<file path="src/rtl/dac_mode_scheduler.sv">
// DAC source scheduler: switches the RFDC stream between DDS and direct
// sources at RTIO timestamps, optionally inserting a zero-word blanking gap.
module dac_mode_scheduler #(
    parameter int AXIS_DATA_WIDTH = 256,
    parameter int CMD_DEPTH       = 4
) (
    input  logic                       rtio_clk,
    input  logic                       rtio_resetn,
    input  logic                       cmd_valid,
    input  logic [127:0]               cmd_data,
    output logic                       cmd_ready,
    input  logic [63:0]                counter,
    input  logic [AXIS_DATA_WIDTH-1:0] dds_tdata,
    input  logic                       dds_tvalid,
    input  logic [AXIS_DATA_WIDTH-1:0] direct_tdata,
    input  logic                       direct_tvalid,
    output logic [AXIS_DATA_WIDTH-1:0] m00_axis_tdata,
    output logic                       m00_axis_tvalid,
    input  logic                       m00_axis_tready,
    output logic                       dac_mode,
    output logic                       busy,
    output logic                       late_error,
    output logic                       stall_error,
    input  logic                       error_clear
);

    localparam int PW = $clog2(CMD_DEPTH);
    localparam logic [PW:0] FULL_CNT = (PW+1)'(CMD_DEPTH);

    typedef enum logic [1:0] {
        S_IDLE  = 2'd0,
        S_ARMED = 2'd1,
        S_BLANK = 2'd2
    } state_e;

    // Command word fields
    logic [63:0] cmd_ts;
    logic [7:0]  cmd_blen;
    logic        cmd_mode;
    logic        unused_cmd_bits;

    assign cmd_ts          = cmd_data[127:64];
    assign cmd_blen        = cmd_data[15:8];
    assign cmd_mode        = cmd_data[0];
    assign unused_cmd_bits = ^{cmd_data[63:16], cmd_data[7:1]};

    // Command FIFO
    logic [63:0] fifo_ts_q   [CMD_DEPTH];
    logic [7:0]  fifo_blen_q [CMD_DEPTH];
    logic        fifo_mode_q [CMD_DEPTH];

    logic [PW-1:0] wr_ptr_q, wr_ptr_d;
    logic [PW-1:0] rd_ptr_q, rd_ptr_d;
    logic [PW:0]   count_q, count_d;
    logic          fifo_full;
    logic          fifo_empty;
    logic          push;
    logic          pop;

    assign fifo_full  = (count_q == FULL_CNT);
    assign fifo_empty = (count_q == '0);
    assign cmd_ready  = ~fifo_full;
    assign push       = cmd_valid & ~fifo_full;

    // FIFO storage write; contents are don't-care while empty
    always_ff @(posedge rtio_clk) begin
        if (push) begin
            fifo_ts_q[wr_ptr_q]   <= cmd_ts;
            fifo_blen_q[wr_ptr_q] <= cmd_blen;
            fifo_mode_q[wr_ptr_q] <= cmd_mode;
        end
    end

    // FIFO pointer and occupancy next-state; push and pop may coincide
    always_comb begin
        wr_ptr_d = wr_ptr_q;
        rd_ptr_d = rd_ptr_q;
        count_d  = count_q;
        if (push) begin
            wr_ptr_d = wr_ptr_q + PW'(1);
        end
        if (pop) begin
            rd_ptr_d = rd_ptr_q + PW'(1);
        end
        unique case ({push, pop})
            2'b10:   count_d = count_q + (PW+1)'(1);
            2'b01:   count_d = count_q - (PW+1)'(1);
            default: count_d = count_q;
        endcase
    end

    // FIFO pointer registers
    always_ff @(posedge rtio_clk) begin
        if (!rtio_resetn) begin
            wr_ptr_q <= '0;
            rd_ptr_q <= '0;
            count_q  <= '0;
        end else begin
            wr_ptr_q <= wr_ptr_d;
            rd_ptr_q <= rd_ptr_d;
            count_q  <= count_d;
        end
    end

    // Scheduler state
    state_e      state_q, state_d;
    logic        mode_q, mode_d;
    logic [7:0]  blank_q, blank_d;
    logic        first_q, first_d;
    logic [63:0] ts_q;
    logic [7:0]  blen_q;
    logic        tgt_q;
    logic        head_load;
    logic        late_set;
    logic        due;

    // Unsigned compare; timeline wrap is not expected in practice
    assign due = (counter >= ts_q);

    // Next-state logic: arm on head, fire when due, then blank or switch
    always_comb begin
        state_d   = state_q;
        mode_d    = mode_q;
        blank_d   = blank_q;
        first_d   = 1'b0;
        head_load = 1'b0;
        pop       = 1'b0;
        late_set  = 1'b0;
        unique case (state_q)
            S_IDLE: begin
                if (!fifo_empty) begin
                    head_load = 1'b1;
                    first_d   = 1'b1;
                    state_d   = S_ARMED;
                end
            end
            S_ARMED: begin
                if (first_q && (counter > ts_q)) begin
                    late_set = 1'b1;
                end
                if (due) begin
                    pop = 1'b1;
                    if (tgt_q == mode_q) begin
                        state_d = S_IDLE;
                    end else if (blen_q == 8'd0) begin
                        mode_d  = tgt_q;
                        state_d = S_IDLE;
                    end else begin
                        blank_d = blen_q;
                        state_d = S_BLANK;
                    end
                end
            end
            S_BLANK: begin
                blank_d = blank_q - 8'd1;
                if (blank_q == 8'd1) begin
                    mode_d  = tgt_q;
                    state_d = S_IDLE;
                end
            end
            default: begin
                state_d = S_IDLE;
            end
        endcase
    end

    // Scheduler state registers; reset aborts any pending switch
    always_ff @(posedge rtio_clk) begin
        if (!rtio_resetn) begin
            state_q <= S_IDLE;
            mode_q  <= 1'b0;
            blank_q <= 8'd0;
            first_q <= 1'b0;
        end else begin
            state_q <= state_d;
            mode_q  <= mode_d;
            blank_q <= blank_d;
            first_q <= first_d;
        end
    end

    // Latch the FIFO head when arming
    always_ff @(posedge rtio_clk) begin
        if (!rtio_resetn) begin
            ts_q   <= 64'd0;
            blen_q <= 8'd0;
            tgt_q  <= 1'b0;
        end else if (head_load) begin
            ts_q   <= fifo_ts_q[rd_ptr_q];
            blen_q <= fifo_blen_q[rd_ptr_q];
            tgt_q  <= fifo_mode_q[rd_ptr_q];
        end
    end

    // Output stage selects on next-cycle mode so the switch is word-exact
    logic [AXIS_DATA_WIDTH-1:0] out_data_q, out_data_d;
    logic                       out_valid_q, out_valid_d;

    // Output word mux: zero fill while blanking, else selected source
    always_comb begin
        out_data_d  = '0;
        out_valid_d = 1'b1;
        if (state_d != S_BLANK) begin
            if (mode_d) begin
                out_data_d  = direct_tdata;
                out_valid_d = direct_tvalid;
            end else begin
                out_data_d  = dds_tdata;
                out_valid_d = dds_tvalid;
            end
        end
    end

    // Output register; never back-pressured
    always_ff @(posedge rtio_clk) begin
        if (!rtio_resetn) begin
            out_data_q  <= '0;
            out_valid_q <= 1'b0;
        end else begin
            out_data_q  <= out_data_d;
            out_valid_q <= out_valid_d;
        end
    end

    // Sticky error flags; a new set wins over a simultaneous clear
    logic late_q, late_d;
    logic stall_q, stall_d;

    // Error flag next-state
    always_comb begin
        late_d  = late_set | (late_q & ~error_clear);
        stall_d = (out_valid_q & ~m00_axis_tready)
                | (stall_q & ~error_clear);
    end

    // Error flag registers
    always_ff @(posedge rtio_clk) begin
        if (!rtio_resetn) begin
            late_q  <= 1'b0;
            stall_q <= 1'b0;
        end else begin
            late_q  <= late_d;
            stall_q <= stall_d;
        end
    end

    assign m00_axis_tdata  = out_data_q;
    assign m00_axis_tvalid = out_valid_q;
    assign dac_mode        = mode_q;
    assign busy            = (state_q != S_IDLE) | ~fifo_empty;
    assign late_error      = late_q;
    assign stall_error     = stall_q;

endmodule

</file>
<file path="config.mk">
export PLATFORM = sky130hd
export DESIGN_NAME = dac_mode_scheduler
export DESIGN_NICKNAME = d
export VERILOG_FILES = /design/src/rtl/dac_mode_scheduler.sv
export SDC_FILE = /design/constraint.sdc
export NUM_CORES = 1
export LEC_CHECK = 0
export ABC_AREA = 1
export CAP_MARGIN = 25
export CORE_AREA = 4 4 376 378
export DETAILED_ROUTE_END_ITERATION = 8
export DIE_AREA = 0 0 380 382
export PLACE_DENSITY = 0.47
export REMOVE_ABC_BUFFERS = 1
export SKIP_CTS_REPAIR_TIMING = 1
export SLEW_MARGIN = 20
export SYNTH_ARGS = -nofsm -noshare
export SYNTH_HDL_FRONTEND = slang
export SYNTH_SLANG_ARGS = --single-unit
</file>
<file path="constraint.sdc">
create_clock -name rtio_clk -period 6.8 [get_ports rtio_clk]
set_input_delay 1.7 -clock rtio_clk [delete_from_list [all_inputs] [get_ports rtio_clk]]
set_output_delay 1.7 -clock rtio_clk [all_outputs]
set_load 0.1 [all_outputs]
</file>
==> impl_metrics.tcl <==
set metrics [dict create \
    outcome "completed" \
    synth-main-ff-cell "sky130_fd_sc_hd__dfxtp_1" \
    path_max_fanout 68 \
    totalWireLength_mm 158.1 \
    timing.slew.headroom 0.2621 \
    die_w_um 380 \
    portBuffers 917 \
    drv_slew 0 \
    setup_tns_ns 0 \
    filler_cell_count 14360 \
    routed-via-count 22990 \
    grt_use_met2 0.3369 \
    timing.setup.critical_path_class "in2reg" \
    grt_pass1_vias 22690 \
    grt_max_degree 128 \
    portion_of_the_post_synthesis_area_used_by_sequential_elements 0.5838 \
    end_kind "register" \
    power_density_nw_per_um2 536.8 \
    drtIter0Drc 1497 \
    clock_insertion_delay_worst_skew_ns 0.69 \
    h-tree-depth 3 \
    synthesis.instances 2640 \
    detail_routed_via_count_per_cell 4.275 \
    wl_per_cell_um 29.40 \
    grt_first_pass_wirelength_mm 206.2 \
    cp.arrival_ns 5.25 \
    design.die.area_sq_um 145200 \
    cts-buffers-inserted 82 \
    clk_pin_slew_worst_paths_ns 0.06 \
    die_height_um 382 \
    crit_path_launch_type "primary input" \
    critical_path_required_ns 7.33 \
    ctsLongestPathBuffers 3 \
    first_pass_iteration_count_of_the_detailed_router 5 \
    synth_area_sq_um 27050 \
    start_util 0.1968 \
    drive_gt1_frac 0.1662 \
    grt-busiest-layer "met2" \
    clock-root-buffer "sky130_fd_sc_hd__clkbuf_16" \
    final-seq-area_sq_um 15800 \
    floorplan.io_pins 973 \
    crit_share_post_route 0.6941 \
    clock-sinks 643 \
    timing.clock.skew_ns 0.03545 \
    unrepaired_setup_endpoints_after_global_routing "no" \
    grt.total_usage 0.2090 \
    post-route-min-period_ns 4.720 \
    total_power_uw 21740 \
    routability_congestion_estimate_from_global_placement 0.9778 \
    coreArea_sq_um 137500 \
    nets 4288 \
    holdWs_ns 0.4648 \
    timing.final.setup_violations 0 \
    max_cap_viol_count 0 \
    multiInputGateArea_sq_um 9540 \
    synth-edff-count 292 \
    syn_area_per_cell_sq_um 10.25 \
    grt_antenna_before_repair 55 \
    postSynthRegisterBits 643 \
    final_hold_viol_count 0 \
    ir_worst_vdd_v 0.0003167 \
    grt.met3_usage 0.1196 \
    area_growth_pct 49.69 \
    overflow 0 \
    number_of_rows_created_at_floorplan 136 \
    synthArstFlopShare 0 \
    worst_pin_slew_ns 1.103 \
    dp_wirelength_mm 123.3 \
    worst_hold_path_type "reg2reg" \
    route.antenna.remaining_nets 0 \
    cts_tree "yes" \
    static-leakage-power_uw 0.01492 \
    met1_usage 0.2237 \
    route.detailed.drc 0 \
    max_freq_ghz 0.2119 \
    count_of_cell_types_in_the_netlist 40 \
    yosys_warnings 0 \
]
==> layout by cell type, fill, tap and decap left out, types with 7 or more instances in the layout <==
cell type and n:
sky130_fd_sc_hd__a21oi_1 110, sky130_fd_sc_hd__a21oi_2 200, sky130_fd_sc_hd__a31oi_1 73, sky130_fd_sc_hd__buf_12 16, sky130_fd_sc_hd__buf_16 14, sky130_fd_sc_hd__buf_2 10
sky130_fd_sc_hd__buf_4 137, sky130_fd_sc_hd__bufinv_16 7, sky130_fd_sc_hd__clkbuf_1 24, sky130_fd_sc_hd__clkbuf_16 82, sky130_fd_sc_hd__clkbuf_8 8, sky130_fd_sc_hd__clkdlybuf4s50_1 787
sky130_fd_sc_hd__clkinv_1 7, sky130_fd_sc_hd__clkinv_2 12, sky130_fd_sc_hd__dfxtp_1 349, sky130_fd_sc_hd__diode_2 14, sky130_fd_sc_hd__edfxtp_1 292, sky130_fd_sc_hd__ha_1 75
sky130_fd_sc_hd__inv_1 114, sky130_fd_sc_hd__nand2_1 337, sky130_fd_sc_hd__nand3_1 209, sky130_fd_sc_hd__nand3_2 62, sky130_fd_sc_hd__nand4_1 7, sky130_fd_sc_hd__nor2_1 326
sky130_fd_sc_hd__o21ai_0 249
==> final cells by class <==
class / instances / share of cell area
Antenna cell: 14 / 0.0008651
Sequential cell: 643 / 0.3902
Clock buffer: 114 / 0.05561
Multi-Input combinational cell: 1689 / 0.2356
Inverter: 119 / 0.01109
Tap cell: 1794 / 0.05543
Timing Repair Buffer: 966 / 0.2388
Clock inverter: 38 / 0.01245
==> per-stage QoR <==
step | cells | util | setup slack, ns | instance area (sq um)
global placement | 5196 | 0.2713 | 1.350 | 37300
finish | 5377 | 0.2945 | 2.080 | 40500
detailed placement | 5210 | 0.2740 | 1.368 | 37680
global route | 5366 | 0.2943 | 1.924 | 40470
CTS | 5362 | 0.2941 | 2.075 | 40440
floorplan | 2451 | - | -1.242 | 25720
==> critical path, cell delays in order <==
cell and delay, ns:
sky130_fd_sc_hd__clkdlybuf4s50_1 0.45, sky130_fd_sc_hd__ha_1 0.33, sky130_fd_sc_hd__nand2_1 0.07, sky130_fd_sc_hd__inv_1 0.04
sky130_fd_sc_hd__o21ai_1 0.10, sky130_fd_sc_hd__a21oi_1 0.07, sky130_fd_sc_hd__nor2_1 0.20, sky130_fd_sc_hd__nand2_1 0.13
sky130_fd_sc_hd__inv_1 0.08, sky130_fd_sc_hd__nand2_1 0.12, sky130_fd_sc_hd__inv_1 0.12, sky130_fd_sc_hd__nand3_2 0.12
sky130_fd_sc_hd__nand2_2 0.10, sky130_fd_sc_hd__clkinv_2 0.10, sky130_fd_sc_hd__nand2_4 0.09, sky130_fd_sc_hd__nand2_4 0.06
sky130_fd_sc_hd__nand3_4 0.10, sky130_fd_sc_hd__nand2_8 0.36, sky130_fd_sc_hd__buf_12 0.42, sky130_fd_sc_hd__a21oi_2 0.35
==> power breakdown <==
group	internal, uW	total [uW]	switching [uW]
Sequential	4990	5490	496
Clock	2620	4460	1840
Combinational	2620	11800	9170
Total	10200	21700	11500
==> worst paths after layout <==
kind	startpoint	end	slack, ns	cells past startpoint
worst max-delay path	counter[57]	m00_axis_tdata[106]$_SDFF_PN0_	2.08	20
worst min-delay path	first_q$_SDFF_PN0_	late_error$_SDFF_PN0_	0.46	2
worst max register to register	ts_q[57]$_SDFFE_PN0P_	m00_axis_tdata[106]$_SDFF_PN0_	3.21	20
worst min register to register	first_q$_SDFF_PN0_	late_error$_SDFF_PN0_	0.46	2
==> state kept, by name, summed over array words and instances (netlist names), 2 cells and up <==
signal,cells
blen_q,8
fifo_ts_q,256
m00_axis_tdata,256
count_q,3
fifo_mode_q,4
blank_q,8
fifo_blen_q,32
state_q,2
wr_ptr_q,2
ts_q,64
rd_ptr_q,2
==> layer usage <==
metal  routed length [um]  vias to the layer above
li1                     -                    10850
met1                58400                    11040
met2                71990                      838
met3                19360                      231
met4                 8146                       26
met5                  160                        -
==> synth_stat cells, drive strengths merged, types with 2 or more instances <==
| library cell | number | area [sq um] |
|---|---|---|
| nand2 | 344 | 1324 |
| buf | 99 | 994.7 |
| dfxtp | 351 | 7027 |
| o21ai | 253 | 1270 |
| nor2 | 333 | 1255 |
| inv | 118 | 442.9 |
| nor3 | 6 | 56.31 |
| clkbuf | 90 | 337.8 |
| nand3 | 273 | 1702 |
| or2 | 2 | 12.51 |
| xnor2 | 2 | 17.52 |
| o21a | 4 | 30.03 |
| a31oi | 73 | 456.7 |
| nand4 | 8 | 56.30 |
| edfxtp | 292 | 8768 |
| ha | 75 | 938.4 |
| a21o | 2 | 15.01 |
| a21oi | 310 | 2302 |
==> cells by family (layout without fill, tap and decap cells) <==
| kind of cell | after synthesis | count (layout) | share of synthesized area |
|---|---|---|---|
| AND/OR/NAND/NOR | 967 | 967 | 0.1631 |
| flip-flops | 643 | 643 | 0.5838 |
| other | 0 | 14 | 0 |
| AO/OA/AOI/OAI | 643 | 643 | 0.1509 |
| buffers and inverters | 308 | 1237 | 0.06581 |
| XOR/XNOR | 3 | 3 | 0.0009714 |
| adder cells (fa/ha/maj) | 76 | 76 | 0.03543 |
Power figures use the tool's default switching activity.
